File: src/rtl/video_timing_ctrl.sv
// Run/mode controller for video_sync_generator: owns the generator enable and
// the active timing set, applying validated host modes only at frame boundaries.
module video_timing_ctrl #(
  parameter int HW           = 12,
  parameter int VW           = 11,
  parameter int RESTART_GAP  = 4,
  parameter int DEF_H_TOTAL  = 1040,
  parameter int DEF_H_ACTIVE = 800,
  parameter int DEF_H_SYNC   = 120,
  parameter int DEF_H_BP     = 64,
  parameter int DEF_V_TOTAL  = 666,
  parameter int DEF_V_ACTIVE = 600,
  parameter int DEF_V_SYNC   = 6,
  parameter int DEF_V_BP     = 23
) (
  input  logic          pclk,
  input  logic          rst,
  input  logic          run,
  input  logic          cfg_valid,
  output logic          cfg_ready,
  input  logic [HW-1:0] cfg_h_total,
  input  logic [HW-1:0] cfg_h_active,
  input  logic [HW-1:0] cfg_h_sync,
  input  logic [HW-1:0] cfg_h_bp,
  input  logic [VW-1:0] cfg_v_total,
  input  logic [VW-1:0] cfg_v_active,
  input  logic [VW-1:0] cfg_v_sync,
  input  logic [VW-1:0] cfg_v_bp,
  input  logic          frame_end,
  output logic          gen_enable,
  output logic [HW-1:0] h_total,
  output logic [HW-1:0] h_active,
  output logic [HW-1:0] h_sync,
  output logic [HW-1:0] h_bp,
  output logic [VW-1:0] v_total,
  output logic [VW-1:0] v_active,
  output logic [VW-1:0] v_sync,
  output logic [VW-1:0] v_bp,
  output logic          mode_applied,
  output logic          cfg_err,
  output logic          busy,
  output logic [2:0]    dbg_state
);

  // Handshake: a mode transfers on any rising edge where cfg_valid and
  // cfg_ready are both high; the host holds cfg_valid and the fields stable
  // until then.

  typedef enum logic [2:0] {
    ST_STOPPED = 3'd0,
    ST_RUNNING = 3'd1,
    ST_PENDING = 3'd2,
    ST_RELOAD  = 3'd3,
    ST_RESTART = 3'd4
  } state_e;

  // RELOAD itself is the first low cycle, so RESTART covers the remaining GAP-1.
  localparam int          GAP_LOAD_I = (RESTART_GAP > 1) ? (RESTART_GAP - 2) : 0;
  localparam logic [3:0]  GAP_LOAD   = 4'(GAP_LOAD_I);

  state_e        state_q;
  logic [3:0]    cnt_q;
  logic          gen_enable_q;
  logic          cfg_ready_q;
  logic          busy_q;
  logic          mode_applied_q;
  logic          cfg_err_q;

  logic [HW-1:0] act_h_total_q, act_h_active_q, act_h_sync_q, act_h_bp_q;
  logic [VW-1:0] act_v_total_q, act_v_active_q, act_v_sync_q, act_v_bp_q;
  logic [HW-1:0] shd_h_total_q, shd_h_active_q, shd_h_sync_q, shd_h_bp_q;
  logic [VW-1:0] shd_v_total_q, shd_v_active_q, shd_v_sync_q, shd_v_bp_q;

  logic          cfg_hs;
  logic [HW+1:0] h_sum;
  logic [VW+1:0] v_sum;
  logic          h_ok;
  logic          v_ok;
  logic          cfg_ok;

  assign cfg_hs = cfg_valid & cfg_ready_q;

  // Sums carry two spare bits so three max-width terms cannot wrap.
  assign h_sum = {2'b00, cfg_h_sync} + {2'b00, cfg_h_bp} + {2'b00, cfg_h_active};
  assign v_sum = {2'b00, cfg_v_sync} + {2'b00, cfg_v_bp} + {2'b00, cfg_v_active};

  assign h_ok = (cfg_h_sync != '0) && (cfg_h_active != '0) && (cfg_h_bp != '0) &&
                (h_sum < {2'b00, cfg_h_total}) && (cfg_h_total >= HW'(16));
  assign v_ok = (cfg_v_sync != '0) && (cfg_v_active != '0) && (cfg_v_bp != '0) &&
                (v_sum < {2'b00, cfg_v_total}) && (cfg_v_total >= VW'(4));
  assign cfg_ok = h_ok & v_ok;

  always_ff @(posedge pclk) begin
    if (rst) begin
      state_q        <= ST_STOPPED;
      cnt_q          <= '0;
      gen_enable_q   <= 1'b0;
      cfg_ready_q    <= 1'b0;
      busy_q         <= 1'b0;
      mode_applied_q <= 1'b0;
      cfg_err_q      <= 1'b0;
      act_h_total_q  <= HW'(DEF_H_TOTAL);
      act_h_active_q <= HW'(DEF_H_ACTIVE);
      act_h_sync_q   <= HW'(DEF_H_SYNC);
      act_h_bp_q     <= HW'(DEF_H_BP);
      act_v_total_q  <= VW'(DEF_V_TOTAL);
      act_v_active_q <= VW'(DEF_V_ACTIVE);
      act_v_sync_q   <= VW'(DEF_V_SYNC);
      act_v_bp_q     <= VW'(DEF_V_BP);
      shd_h_total_q  <= HW'(DEF_H_TOTAL);
      shd_h_active_q <= HW'(DEF_H_ACTIVE);
      shd_h_sync_q   <= HW'(DEF_H_SYNC);
      shd_h_bp_q     <= HW'(DEF_H_BP);
      shd_v_total_q  <= VW'(DEF_V_TOTAL);
      shd_v_active_q <= VW'(DEF_V_ACTIVE);
      shd_v_sync_q   <= VW'(DEF_V_SYNC);
      shd_v_bp_q     <= VW'(DEF_V_BP);
    end else begin
      mode_applied_q <= 1'b0;
      cfg_err_q      <= 1'b0;
      unique case (state_q)
        ST_STOPPED: begin
          cfg_ready_q <= 1'b1;
          busy_q      <= 1'b0;
          if (cfg_hs) begin
            if (cfg_ok) begin
              shd_h_total_q  <= cfg_h_total;
              shd_h_active_q <= cfg_h_active;
              shd_h_sync_q   <= cfg_h_sync;
              shd_h_bp_q     <= cfg_h_bp;
              shd_v_total_q  <= cfg_v_total;
              shd_v_active_q <= cfg_v_active;
              shd_v_sync_q   <= cfg_v_sync;
              shd_v_bp_q     <= cfg_v_bp;
              act_h_total_q  <= cfg_h_total;
              act_h_active_q <= cfg_h_active;
              act_h_sync_q   <= cfg_h_sync;
              act_h_bp_q     <= cfg_h_bp;
              act_v_total_q  <= cfg_v_total;
              act_v_active_q <= cfg_v_active;
              act_v_sync_q   <= cfg_v_sync;
              act_v_bp_q     <= cfg_v_bp;
              mode_applied_q <= 1'b1;
            end else begin
              cfg_err_q <= 1'b1;
            end
          end
          if (run) begin
            state_q      <= ST_RUNNING;
            gen_enable_q <= 1'b1;
          end
        end

        ST_RUNNING: begin
          if (cfg_hs && !cfg_ok) begin
            cfg_err_q <= 1'b1;
          end
          // An accepted mode wins over a coincident frame_end: it waits for the next one.
          if (cfg_hs && cfg_ok) begin
            shd_h_total_q  <= cfg_h_total;
            shd_h_active_q <= cfg_h_active;
            shd_h_sync_q   <= cfg_h_sync;
            shd_h_bp_q     <= cfg_h_bp;
            shd_v_total_q  <= cfg_v_total;
            shd_v_active_q <= cfg_v_active;
            shd_v_sync_q   <= cfg_v_sync;
            shd_v_bp_q     <= cfg_v_bp;
            state_q        <= ST_PENDING;
            cfg_ready_q    <= 1'b0;
            busy_q         <= 1'b1;
          end else if (!run && frame_end) begin
            state_q      <= ST_STOPPED;
            gen_enable_q <= 1'b0;
          end
        end

        ST_PENDING: begin
          if (frame_end) begin
            gen_enable_q   <= 1'b0;
            act_h_total_q  <= shd_h_total_q;
            act_h_active_q <= shd_h_active_q;
            act_h_sync_q   <= shd_h_sync_q;
            act_h_bp_q     <= shd_h_bp_q;
            act_v_total_q  <= shd_v_total_q;
            act_v_active_q <= shd_v_active_q;
            act_v_sync_q   <= shd_v_sync_q;
            act_v_bp_q     <= shd_v_bp_q;
            mode_applied_q <= 1'b1;
            if (run) begin
              state_q <= ST_RELOAD;
            end else begin
              state_q     <= ST_STOPPED;
              cfg_ready_q <= 1'b1;
              busy_q      <= 1'b0;
            end
          end
        end

        ST_RELOAD: begin
          if (RESTART_GAP <= 1) begin
            state_q      <= run ? ST_RUNNING : ST_STOPPED;
            gen_enable_q <= run;
            cfg_ready_q  <= 1'b1;
            busy_q       <= 1'b0;
          end else begin
            state_q <= ST_RESTART;
            cnt_q   <= GAP_LOAD;
          end
        end

        ST_RESTART: begin
          if (cnt_q == '0) begin
            state_q      <= run ? ST_RUNNING : ST_STOPPED;
            gen_enable_q <= run;
            cfg_ready_q  <= 1'b1;
            busy_q       <= 1'b0;
          end else begin
            cnt_q <= cnt_q - 4'd1;
          end
        end

        default: begin
          state_q      <= ST_STOPPED;
          gen_enable_q <= 1'b0;
          cfg_ready_q  <= 1'b0;
          busy_q       <= 1'b0;
        end
      endcase
    end
  end

  assign cfg_ready    = cfg_ready_q;
  assign gen_enable   = gen_enable_q;
  assign busy         = busy_q;
  assign mode_applied = mode_applied_q;
  assign cfg_err      = cfg_err_q;
  assign dbg_state    = state_q;

  assign h_total  = act_h_total_q;
  assign h_active = act_h_active_q;
  assign h_sync   = act_h_sync_q;
  assign h_bp     = act_h_bp_q;
  assign v_total  = act_v_total_q;
  assign v_active = act_v_active_q;
  assign v_sync   = act_v_sync_q;
  assign v_bp     = act_v_bp_q;

endmodule

File: config.mk
export PLATFORM = sky130hd
export DESIGN_NAME = video_timing_ctrl
export DESIGN_NICKNAME = d
export VERILOG_FILES = /design/src/rtl/video_timing_ctrl.sv
export SDC_FILE = /design/constraint.sdc
export NUM_CORES = 1
export LEC_CHECK = 0
export CAP_MARGIN = 20
export CELL_PAD_IN_SITES_DETAIL_PLACEMENT = 1
export CELL_PAD_IN_SITES_GLOBAL_PLACEMENT = 2
export CORE_MARGIN = 2
export CORE_UTILIZATION = 32
export CTS_CLUSTER_SIZE = 10
export DETAILED_ROUTE_END_ITERATION = 10
export PLACE_DENSITY_LB_ADDON = 0.1
export SETUP_SLACK_MARGIN = 0.05
export SYNTH_ARGS = -nofsm -noshare
export SYNTH_HDL_FRONTEND = slang
export SYNTH_SLANG_ARGS = --single-unit
File: constraint.sdc
create_clock -name pclk -period 8.3 [get_ports pclk]
set_clock_uncertainty 0.1 [all_clocks]
set_input_delay 1.66 -clock pclk [delete_from_list [all_inputs] [get_ports pclk]]
set_output_delay 1.66 -clock pclk [all_outputs]
set_load 0.01 [all_outputs]
======== Word-level counts from Yosys, hierarchy flattened ========
Index checks and enable logic that the tools add are counted.
word-level totals
  bits of input ports ..................... 97
  output and inout bits ................... 100
  register bits after elaboration ......... 196
cells by class
  bitwise logic cells ..................... 3
  $lt $le $gt $ge ......................... 4
  muxes and demuxes ....................... 82
  reduce and logical (&&, ||, !) cells .... 30
  add/subtract/negate cells ............... 5
  equality and inequality tests ........... 15
operator list
  operator               count
  $mux W12               16
  $pmux W12 S2           8
  $mux W11               16
  $pmux W11 S2           8
  $reduce_bool A12 Y1    3
  $reduce_bool A11 Y1    3
  $mux W1                20
  $ne A2 B2 Y1 const B   10
  $mux W3                5
  $pmux W3 S5            1
  $add A13 B12 Y14       1
  $lt A14 B12 Y1         1
  $add A12 B11 Y13       1
  $add A12 B12 Y13       1
  $lt A13 B11 Y1         1
  $add A11 B11 Y12       1
  $ge A12 B5 Y1 const B  1
  $reduce_and A4 Y1      3
  $ge A11 B3 Y1 const B  1
  $logic_and A1 B1 Y1    11
  $pmux W1 S5            2
  $pmux W4 S2            1
  $eq A3 B2 Y1 const B   2
  $reduce_and A6 Y1      1
  16 further kinds       21

======== Logic depth before layout (Yosys ltp) ========
Gate-level depths: netlist of run 1.
  depth in word-level cells ............... 10
  gate-level depth with buffers ........... 24
  depth with buffers taken out ............ 21

======== Worst setup path before layout of run 1 ========
No wires, ideal clock.
  path kind ............................... input to register
  start ................................... input port cfg_v_active[2]
  end ..................................... register act_v_bp_q[1], in the netlist v_bp[1]
  path slack .............................. 1.658 ns
  library setup time ...................... 0.133 ns
  cell stages on the path ................. 21
  data required time ...................... 8.067 ns
  buffers on the path ..................... 2
  arrival ................................. 6.409 ns
  cell sequence ........................... fa_1 -> ha_1 -> a211oi_1 -> nor2_1 -> or4_1 -> a31oi_1 -> nor2b_1 -> o21ai_0 -> nand2b_1 -> xor2_1 -> ha_1 -> nor4_1 -> nand4_1 -> a221o_1 -> or4_4 -> or4_1 -> o21ba_1 -> buf_6 -> buf_6 -> a2111oi_2 -> a21oi_1
on the way
  cells in the longest elaborated chain, start to end .. 8
  elaborated cells between the ends (all ways) .. 10
ends and longest elaborated chain
  element                                                                   line  source
  from (decl)                                                               26    input logic [VW-1:0] cfg_v_active,
  parallel branches: the longest is 3 deep, another holds $add A12 B11 Y13  -
  $logic_and A1 B1 Y1 (*)                                                   89    assign v_ok = (cfg_v_sync != '0) && (cfg_v_active != '0) && (cfg_v_bp != '0) &&
  $logic_and A1 B1 Y1 (*)                                                   90    (v_sum < {2'b00, cfg_v_total}) && (cfg_v_total >= VW'(4));
  $and A1 B1 Y1 (*)                                                         91    assign cfg_ok = h_ok & v_ok;
  $ne A2 B2 Y1 (no line) (*)                                                -
  $reduce_and A4 Y1 (no line) (*)                                           -
  to (signal assigned)                                                      109   act_v_bp_q <= VW'(DEF_V_BP);
  to (signal assigned)                                                      142   act_v_bp_q <= cfg_v_bp;
  to (signal assigned)                                                      187   act_v_bp_q <= shd_v_bp_q;
  to (decl)                                                                 70    logic [VW-1:0] act_v_total_q, act_v_active_q, act_v_sync_q, act_v_bp_q;
Every way passes the cells marked *.
A chain may end at the register's enable or synchronous reset.

======== Final worst setup path of run 1 ========
  start ................................... input port cfg_v_sync[2]
  end ..................................... register act_h_total_q[4], in the netlist h_total[4]
on the way
  cells in the longest elaborated chain, start to end .. 8
  elaborated cells between the ends (all ways) .. 11
ends and longest elaborated chain
  element                                                  line    source
  from (decl)                                              27      input logic [VW-1:0] cfg_v_sync,
  $add A11 B11 Y12 or $reduce_bool A11 Y1 (tied branches)  85, 89
  $add A12 B11 Y13 or $logic_and A1 B1 Y1 (tied branches)  85, 89
  $lt A13 B11 Y1 or $logic_and A1 B1 Y1 (tied branches)    90, 89
  $logic_and A1 B1 Y1 (*)                                  89
  $logic_and A1 B1 Y1 (*)                                  90
  $and A1 B1 Y1 (*)                                        91
  $ne A2 B2 Y1 (no line) (*)                               -
  $reduce_and A4 Y1 (no line) (*)                          -
  to (signal assigned)                                     102     act_h_total_q <= HW'(DEF_H_TOTAL);
  to (signal assigned)                                     135     act_h_total_q <= cfg_h_total;
  to (signal assigned)                                     180     act_h_total_q <= shd_h_total_q;
  to (decl)                                                69      logic [HW-1:0] act_h_total_q, act_h_active_q, act_h_sync_q, act_h_bp_q;
Every way passes the cells marked *; elsewhere a longest branch is shown, timed or not.

==> results by group, run 1 <==
Run status
  • Outcome: complete, no violations

STA
  • Final hold violation count: 0
  • RSZ-0062 raised after global routing: false
  • Tmin final: ~7.4 ns
  • Slew HR: 0.287
  • Peak Freq: between 100 and 150 MHz
  • Fin crit share: 0.897
  • Slew @ Worst Pin: ~1.1 ns
  • Setup TNS: 0 ns
  • # setup viols final: 0
  • Max Transition Viols Final: 0

CTS
  • Clock latency on the worst-skew pair: roughly 0.45 ns
  • CTS tree: yes
  • Postcts setup bufs: 0
  • Clk sinks: 196
  • Htree depth: 4
  • Clock tree buffer depth: 2
  • Clk root buf: clkbuf_16
  • CTS buffer count: 17
  • Clock slew at reported path FFs: 0.08 ns
  • Cts hold-fix bufs: 0
  • Post-CTS Resized: 0

Synth
  • XOR/XNOR share of the synthesized area: 0.0145
  • Syn. warnings: 0
  • Post-synth EDFFs: 0
  • Area contributors post-synth: dfxtp_1 36%, mux2i_1 6.4%, a21oi_1 5.1%
  • Dominant synthesized flop cell: dfxtp_1
  • Post-Synth Simple-Gate Area: 0.146
  • Yosys reg bits: roughly 200
  • Area of the mapped netlist: between 0.01 and 0.015 mm2
  • Post-Synthesis Cells: around 1300
  • Post-synth ARST share: 0
  • Largest family of logic cells by synthesized area: compound AO/OA/AOI/OAI gates
  • Compound-Gate Fraction of Synth Area: 0.245
  • Biggest area consumer among synthesized cells: dfxtp_1
  • Mean post-synth cell area: approximately 8.6 um2
  • Yosys cell types: 62
  • Synth top area share: 0.362
  • Mux contribution to synthesized area: 0.0637
  • Sequential area share after synthesis: 0.362
  • Syn Nets: 1428
  • Synth Area in Adders: 0.0970

Placement
  • Placed cells: 1836
  • Post-DP HPWL: roughly 27 mm
  • GPL Wtd Cong: ~0.8
  • Port Buffers: between 150 and 200

Die
  • Height of the die: about 190 um
  • Std-Cell Rows: 67
  • I/O pins: ~200
  • Die area: approximately 0.035 mm2
  • Core area: 0.0334 mm2
  • Initial Util: 0.324
  • Die width: ~190 um

Min path
  • HP Class: register to register

Critical path
  • CP Max Fanout: between 60 and 70
  • Largest stage delay on the critical path: 0.59 ns
  • Flop2flop setup slack: a little under 5 ns
  • Critical path type: primary input to register
  • WP data required: roughly 8.5 ns
  • Startpoint types: primary input
  • Slowest-stage cell, CP: clkdlybuf4s50_1
  • Critical path data arrival time: approximately 7.6 ns
  • CP Capture Type: register
  • Critical path, cell by cell: clkdlybuf4s50_1 > fa_1 > ha_1 > a211oi_1 > nor2_1 > or4_1 > a31oi_1 > nor2b_1 > o21ai_0 > nand2b_1 > xor2_1 > ha_1 > nor4_1 > nand4_1 > a221o_1 > or4_4 > or4_1 > o21ba_4 > a2111oi_0 > a21oi_1

Power and ir drop
  • Pleak: 4.65 nW
  • Max IR drop VDD: around 0.00015 V
  • Total chip power: 0.00248 W
  • PwrDens: around 180 mW/mm2

Global routing
  • GR Overflow Total: 0
  • Vias in the first global route: between 10000 and 15000
  • All-layer global routing usage: 0.220
  • Initial antenna violation count: 1
  • Largest net degree at the start of global routing: 94
  • Global-route wire length before repair: ~60 mm

Finish
  • FF+latch area: between 0.003 and 0.004 mm2
  • Post-Layout Cell Count: about 1900
  • Fillers: 3876
  • Final nets: around 1600
  • Multi-input gate area: between 0.006 and 0.007 mm2
  • Share of layout cells above drive strength 1: 0.0634
  • Number of inserted diodes: 0
  • Synth-to-layout area growth: 27.1%

Drt
  • DR vias: between 9000 and 10000
  • Wire per inst: 20.6 um
  • Drt pass-1 iters: 5
  • Detailed Route WL: between 30 and 40 mm
  • DR DRC count: 0
  • Vias/cell: around 5.2
  • 1st-iter DRT viols: about 420
  • DRT antenna net count: 0

Flow run
  • MaxCap Viol Count: 0
==> cell families (layout without fill, tap and decap cells) <==
logic type               count (synthesis)  count (layout)
AO/OA/AOI/OAI                          394             394
XOR/XNOR                                18              18
adder cells (fa/ha/maj)                 69              69
buffers and inverters                  184             342
flip-flops                             196             196
multiplexers                            69              69
AND/OR/NAND/NOR                        332             332
==> state kept, by name, indices dropped and copies added (netlist names), 12 cells and up <==
register / count
h_active: 12
shd_h_bp_q: 12
shd_h_total_q: 12
shd_h_sync_q: 12
h_sync: 12
h_bp: 12
shd_h_active_q: 12
h_total: 12
==> routing by layer <==
metal,GRT usage,wire length (um),vias up,part of all wire
met4,0.0627,704,0,0.018
met1,0.302,18900,4800,0.49
met2,0.353,17500,185,0.45
li1,-,-,4740,-
met3,0.0378,1490,35,0.039
met5,0,0,-,0
==> worst max-delay path, delay by kind of cell <==
kind            cells  cell delay, ns
xor+xnor            1            0.14
compound gates      7            2.11
simple gates        8            2.08
buf+inv             1            0.59
fa+ha+maj           3            1.02
==> power breakdown <==
group	switching, W	total, W	leakage (nW)	internal [W]
logic	0.000355	0.000609	2.78	0.000253
clock network	0.000415	0.000876	0.288	0.000462
registers	0.0000273	0.000991	1.58	0.000963
total	0.000797	0.00248	4.65	0.00168
==> Yosys cell counts, drive strengths merged (2+ instances only) <==
library cell,n
nand2,86
a31oi,6
xnor2,13
nor4,23
nor2b,25
o21ai,113
o31a,2
and2,26
o311a,2
fa,25
o21a,6
a2111oi,27
or2,4
nand3,14
ha,44
buf,26
nand4,7
clkbuf,64
nor2,120
inv,94
o221ai,2
nor3,7
and4,2
o21bai,2
a211oi,5
a22oi,68
mux2i,69
xor2,5
a211o,28
o2111ai,2
a21oi,112
or4,4
o211ai,2
nand2b,9
a21o,5
a21boi,3
or3,3
dfxtp,196
==> per-stage QoR <==
step	instance area, um2	hold slack, ns	utilization	setup WS [ns]
finish	13800	0.357	0.412	0.859
global route	13800	0.384	0.412	0.371
CTS	13800	0.362	0.412	0.856
detailed placement	13200	0.351	0.394	0.428
global placement	13200	0.347	0.393	0.487
floorplan	10800	0.331	-	1.66
==> path summary, 6_finish.rpt <==
path                                    start          to  depth (start not counted)
worst min register to register     v_sync[10]  v_sync[10]                          2
worst min-delay path               v_sync[10]  v_sync[10]                          2
worst max register to register   dbg_state[1]        busy                          9
worst max-delay path            cfg_v_sync[2]  h_total[4]                         20
==> final cells by class <==
class,count,area share
well taps,448,0.0407
multi-input cells,882,0.447
inverters,94,0.0256
clock inverters,14,0.0121
flip-flops and latches,196,0.285
clock buffers,18,0.0319
repair buffers,216,0.158
==> cells in the final DEF, fill, tap and decap left out, drive strengths merged, types with 6 or more instances in the layout <==
cell type        n
nand4            7
inv            100
nor2           120
dfxtp          196
clkdlybuf4s50  195
mux2i           69
a2111oi         27
o21ai          113
xnor2           13
nor2b           25
nand3           14
nand2           86
nor3             7
a21oi          112
clkbuf          18
nor4            23
nand2b           9
ha              44
o21a             6
a211o           28
a22oi           68
a31oi            6
and2            26
buf             21
fa              25
No activity file was read; power rests on OpenSTA's default activity.
==> run 2: changes to the inputs <==
- CORE_ASPECT_RATIO: default -> 1.5
==> results by group, run 2 (same netlist as run 1, synthesis figures left out) <==
Drt
  • Wire per inst: 21.3 um (+3.2%)
  • 1st-iter DRT viols: 369 (-11%)
  • Vias/cell: 5.32 (+1.8%)
  • Drt pass-1 iters: 4 (-1)
  • DR DRC count: 0 (unchanged)
  • DRT antenna net count: 0 (unchanged)
  • DR vias: 9777 (+0.17%)
  • Detailed Route WL: 39.1 mm (+1.6%)

STA
  • # setup viols final: 0 (unchanged)
  • Setup TNS: 0 ns (unchanged)
  • Peak Freq: 137 MHz (+1.6%)
  • Final hold violation count: 0 (unchanged)
  • Tmin final: 7.32 ns (-0.121 ns)
  • RSZ-0062 raised after global routing: false
  • Fin crit share: 0.882 (-0.0145)
  • Slew HR: 0.384 (+0.0978)
  • Max Transition Viols Final: 0 (unchanged)
  • Hold slack: 0.359 ns (+0.00175 ns)
  • Slew @ Worst Pin: 0.923 ns (-0.147 ns)

Power and ir drop
  • Pleak: 4.65 nW (-0.16%)
  • Net Sw Frac: 0.314 (-0.00822)
  • Net Sw Power: 0.000768 W (-3.7%)
  • Internal power: 0.00168 W (about the same)
  • Total chip power: 0.00245 W (-1.2%)
  • Max IR drop VDD: 0.000134 V (-13%)
  • Clock group share of total power: 0.345 (-0.009)
  • PwrDens: 179 mW/mm2 (-0.63%)
  • Power share of the sequential group: 0.401 (about the same)
  • Combinational share of power: 0.254 (+0.008)

Placement
  • Post-DP HPWL: 28.1 mm (+3.0%)
  • Placed cells: 1806 (-1.6%)
  • GPL Wtd Cong: 0.837 (+1.8%)
  • Port Buffers: 196 (unchanged)

Critical path
  • Startpoint types: primary input
  • CP Capture Type: register
  • Critical path type: primary input to register
  • Critical path data arrival time: 7.62 ns (-0.02 ns)
  • CP Max Fanout: 69 (+13%)
  • WP data required: 8.60 ns (+0.10 ns)

Finish
  • Synth-to-layout area growth: 26.4%
  • Final nets: 1572 (-0.064%)
  • Number of inserted diodes: 0 (unchanged)
  • Post-Layout Cell Count: 1838 (-1.6%)
  • Most frequent cells in the layout: 195 x dfxtp_1, 195 x clkdlybuf4s50_1, 120 x nor2_1
  • Share of layout cells above drive strength 1: 0.0614 (-0.00203)
  • Layout Utilization: 0.411 (-0.000932)

CTS
  • Postcts setup bufs: 0 (unchanged)
  • CTS buffer count: 17 (unchanged)
  • CTS tree: yes
  • Htree depth: 4 (unchanged)
  • Clock slew at reported path FFs: 0.07 ns (about the same)
  • Clk sinks: 196 (unchanged)
  • Post-CTS Resized: 0 (unchanged)
  • Clk root buf: clkbuf_16
  • Clock tree buffer depth: 2 (unchanged)
  • Clock latency on the worst-skew pair: 0.45 ns (about the same)
  • Cts hold-fix bufs: 0 (unchanged)

Die
  • Die width: 154 um (-18%)
  • Core area: 0.0333 mm2 (-0.31%)
  • Height of the die: 229 um (+22%)
  • Initial Util: 0.325 (+0.00101)
  • Std-Cell Rows: 82 (+22%)
  • I/O pins: 197 (unchanged)
  • Die area: 0.0354 mm2 (about the same)

Run status
  • Outcome: complete, no violations

Global routing
  • Global-route wire length before repair: 60.1 mm (+0.29%)
  • Vias in the first global route: 10136 (+1.1%)
  • All-layer global routing usage: 0.221 (+0.00151)
  • GR Overflow Total: 0 (unchanged)
  • Largest net degree at the start of global routing: 78 (-17%)
  • Initial antenna violation count: 0 (-1)

Min path
  • HP Class: register to register

Flow run
  • MaxCap Viol Count: 0 (unchanged)
==> run 2: through the flow <==
step | worst slack [ns] | area [um2]
after floorplan | 1.66 | 10800
after global placement | 0.644 | 13100
after detailed placement | 0.601 | 13100
after CTS | 1.02 | 13700
after global routing | 0.584 | 13700
final | 0.979 | 13700
==> run 2: final timing paths <==
path | start | endpoint | slack (ns) | cells after the start
worst max-delay path | cfg_v_active[2] | shd_v_sync_q[1] | 0.98 | 21
worst min-delay path | h_total[5] | h_total[5] | 0.36 | 2
worst min register to register | h_total[5] | h_total[5] | 0.36 | 2
worst max register to register | dbg_state[1] | busy | 4.88 | 10
==> run 2: worst max-delay path, cell delays in order <==
cell and delay (ns):
clkdlybuf4s50_1 0.50, fa_1 0.57, ha_1 0.34, a211oi_1 0.26, nor2_1 0.11, or4_1 0.41
a31oi_1 0.26, nor2b_1 0.08, o21ai_0 0.18, nand2b_1 0.10, xor2_1 0.15, ha_1 0.18
nor4_1 0.28, nand4_1 0.13, a221o_1 0.28, or4_4 0.49, or2_0 0.41, nor4_4 0.29
buf_12 0.38, and2_1 0.30, a211o_1 0.13
==> run 2: metal layers <==
metal	wire (um)	GRT usage	vias up
li1	-	-	4723
met1	16000	0.252	4838
met4	844	0.0651	0
met5	0	0	-
met2	21100	0.418	180
met3	1180	0.0358	36
==> run 2: final cells by class <==
type	instances	area, um2
multi-input combinational	882	6150
inverter	94	353
fill	3881	19600
clock inverter	11	125
timing repair buffer	215	2160
tap	420	526
clock buffer	20	457
sequential	196	3930
==> run 2: power groups by stage <==
| stage | combinational (W) | clock, W | sequential (W) |
|---|---|---|---|
| after CTS | 0.000629 | 0.000871 | 0.000982 |
| after global routing | 0.000691 | 0.000906 | 0.000984 |
| after floorplan | 0.000381 | 0 | 0.00100 |
| after detailed placement | 0.000625 | 0 | 0.00100 |
| final | 0.000621 | 0.000844 | 0.000982 |
| after global placement | 0.000618 | 0 | 0.00100 |
==> run 3: changes to the inputs <==
- CORE_ASPECT_RATIO: 1.5 -> default
- CORE_MARGIN: 2 -> default
==> results by group, run 3 (same netlist as run 1, synthesis figures left out) <==
STA
  • # setup viols final: 0 (unchanged)
  • Slew @ Worst Pin: 1.03 ns (+0.109 ns)
  • Tmin final: 7.40 ns (+0.0747 ns)
  • Setup TNS: 0 ns (unchanged)
  • Max Transition Viols Final: 0 (unchanged)
  • Hold slack: 0.358 ns (-0.000615 ns)
  • Slew HR: 0.311 (-0.0729)
  • Fin crit share: 0.891 (+0.00900)
  • Peak Freq: 135 MHz (-1.0%)
  • Final hold violation count: 0 (unchanged)
  • RSZ-0062 raised after global routing: false

CTS
  • Cts hold-fix bufs: 0 (unchanged)
  • Clock slew at reported path FFs: 0.08 ns (about the same)
  • Clk root buf: clkbuf_16
  • Postcts setup bufs: 0 (unchanged)
  • CTS buffer count: 17 (unchanged)
  • Htree depth: 4 (unchanged)
  • Post-CTS Resized: 0 (unchanged)
  • Clk sinks: 196 (unchanged)
  • Clock tree buffer depth: 2 (unchanged)
  • Clock latency on the worst-skew pair: 0.45 ns (about the same)
  • CTS tree: yes

Critical path
  • Largest stage delay on the critical path: 0.59 ns (+0.02 ns)
  • Buf/Inv on CP: 1 (-1)
  • Startpoint types: primary input
  • Slowest-stage cell, CP: clkdlybuf4s50_1
  • Critical path, cell by cell: clkdlybuf4s50_1 > fa_1 > ha_1 > a211oi_1 > nor2_1 > or4_1 > a31oi_1 > nor2b_1 > o21ai_0 > nand2b_1 > xor2_1 > ha_1 > nor4_1 > nand4_1 > a221o_1 > or4_4 > or4_1 > o21ba_4 > a2111oi_0 > a21oi_1
  • Critical path type: primary input to register
  • Critical path data arrival time: 7.59 ns (-0.03 ns)
  • CP top delay family: simple AND/OR/NAND/NOR gates
  • CP Capture Type: register
  • Crit Reg-Reg Endpoint: h_total[11]
  • RR Startpoint: dbg_state[1]
  • Flop2flop setup slack: 4.83 ns (-0.05 ns)
  • R2r worst-path depth: 6 (-4)
  • CP Max Fanout: 57 (-17%)
  • WP data required: 8.49 ns (-0.11 ns)

Die
  • Height of the die: 186 um (-19%)
  • Core area: 0.0334 mm2 (+0.31%)
  • Initial Util: 0.324 (-0.00101)
  • I/O pins: 197 (unchanged)
  • Die area: 0.0346 mm2 (-2.2%)
  • Std-Cell Rows: 67 (-18%)
  • Die width: 186 um (+21%)

Placement
  • Port Buffers: 196 (unchanged)
  • GPL Wtd Cong: 0.841 (+0.48%)
  • Post-DP HPWL: 26.9 mm (-4.3%)

Power and ir drop
  • Pleak: 4.66 nW (+0.37%)
  • PwrDens: 181 mW/mm2 (+1.3%)
  • Max IR drop VDD: 0.000139 V (+3.7%)

Finish
  • Most frequent cells in the layout: 195 x dfxtp_1, 195 x clkdlybuf4s50_1, 120 x nor2_1
  • Layout Utilization: 0.412 (+0.00116)
  • Final nets: 1571 (-0.064%)
  • Number of inserted diodes: 0 (unchanged)
  • Synth-to-layout area growth: 27.2%
  • Share of layout cells above drive strength 1: 0.0621 (+0.000705)

Min path
  • Hold Path Depth: 2 (unchanged)
  • HP Class: register to register
  • Hold path endpoint: h_active[11]
  • Hold Path Origin: h_active[11]

Global routing
  • Global-route wire length before repair: 59.7 mm (-0.63%)
  • Vias in the first global route: 9976 (-1.6%)
  • All-layer global routing usage: 0.228 (+0.00721)
  • Initial antenna violation count: 0 (unchanged)
  • GR Overflow Total: 0 (unchanged)
  • Largest net degree at the start of global routing: 84 (+7.7%)

Drt
  • DRT antenna net count: 0 (unchanged)
  • Vias/cell: 5.25 (-1.3%)
  • Drt pass-1 iters: 5 (+1)
  • DR vias: 9799 (+0.23%)
  • Detailed Route WL: 38.3 mm (-2.2%)
  • Wire per inst: 20.5 um (-3.6%)
  • 1st-iter DRT viols: 508 (+38%)
  • DR DRC count: 0 (unchanged)

Run status
  • Outcome: complete, no violations

Flow run
  • MaxCap Viol Count: 0 (unchanged)
-- run 3: cell count changes in the layout (fill, tap and decap cells not counted) --
cell | previous run | this run
buf_12 | 4 | 5
buf_4 | 15 | 13
bufinv_16 | 2 | 3
clkbuf_1 | 1 | 0
clkbuf_8 | 2 | 0
clkinv_2 | 3 | 2
clkinv_4 | 2 | 4
clkinv_8 | 0 | 1
clkinvlp_4 | 2 | 0
inv_6 | 2 | 4
inv_8 | 0 | 1
-- run 3: worst max path at each step --
| stage | from | endpoint | cells past startpoint |
|---|---|---|---|
| 6_report | cfg_v_sync[2] | h_total[10] | 20 |
| 5_1_grt | cfg_v_sync[2] | h_total[10] | 20 |
| 4_1_cts | cfg_v_sync[2] | h_total[10] | 20 |
| 3_5_place_dp | cfg_v_active[2] | h_total[10] | 20 |
| 3_3_place_gp | cfg_v_active[2] | h_total[10] | 20 |
| 2_1_floorplan | cfg_v_active[2] | v_bp[1] | 21 |
-- run 3: per-layer routing --
layer  GRT usage  wire [um]  part of all wire  up-vias
met5           0          0                 0        -
met4      0.0623        602             0.016        0
met3      0.0428       1570             0.041       32
met2       0.366      17500              0.46      174
met1       0.311      18600              0.49     4862
li1            -          -                 -     4731
-- run 3: per-stage QoR --
stage	worst slack [ns]	instance area (um2)	power (W)	std cells
3_5_place_dp	0.441	13200	0.00163	1834
3_3_place_gp	0.524	13200	0.00162	1834
2_1_floorplan	1.66	10800	0.00138	1262
5_1_grt	0.477	13800	0.00263	1866
6_report	0.905	13800	0.00249	1866
4_1_cts	0.880	13800	0.00253	1866
-- run 3: area by class of cell --
class	count	area [um2]
Tap cell	448	561
Timing Repair Buffer	214	2160
Clock inverter	15	198
Clock buffer	17	425
Multi-Input combinational cell	882	6150
Fill cell	3861	19700
Sequential cell	196	3930
Inverter	94	353
-- run 3: where the power goes --
part	switching (W)	total, W	leakage, nW	internal (W)
clock network	0.000411	0.000895	0.307	0.000484
registers	0.0000287	0.000992	1.58	0.000963
logic	0.000355	0.000607	2.77	0.000252
total	0.000795	0.00249	4.66	0.00170
-- run 3: worst reg2reg max path: cells and delay by family, from the launching register on --
| kind | cells | cell delay [ns] |
|---|---|---|
| AO/OA/AOI/OAI | 2 | 0.93 |
| buffers and inverters | 2 | 1.12 |
| flip-flops | 1 | 0.94 |
| AND/OR/NAND/NOR | 2 | 0.32 |
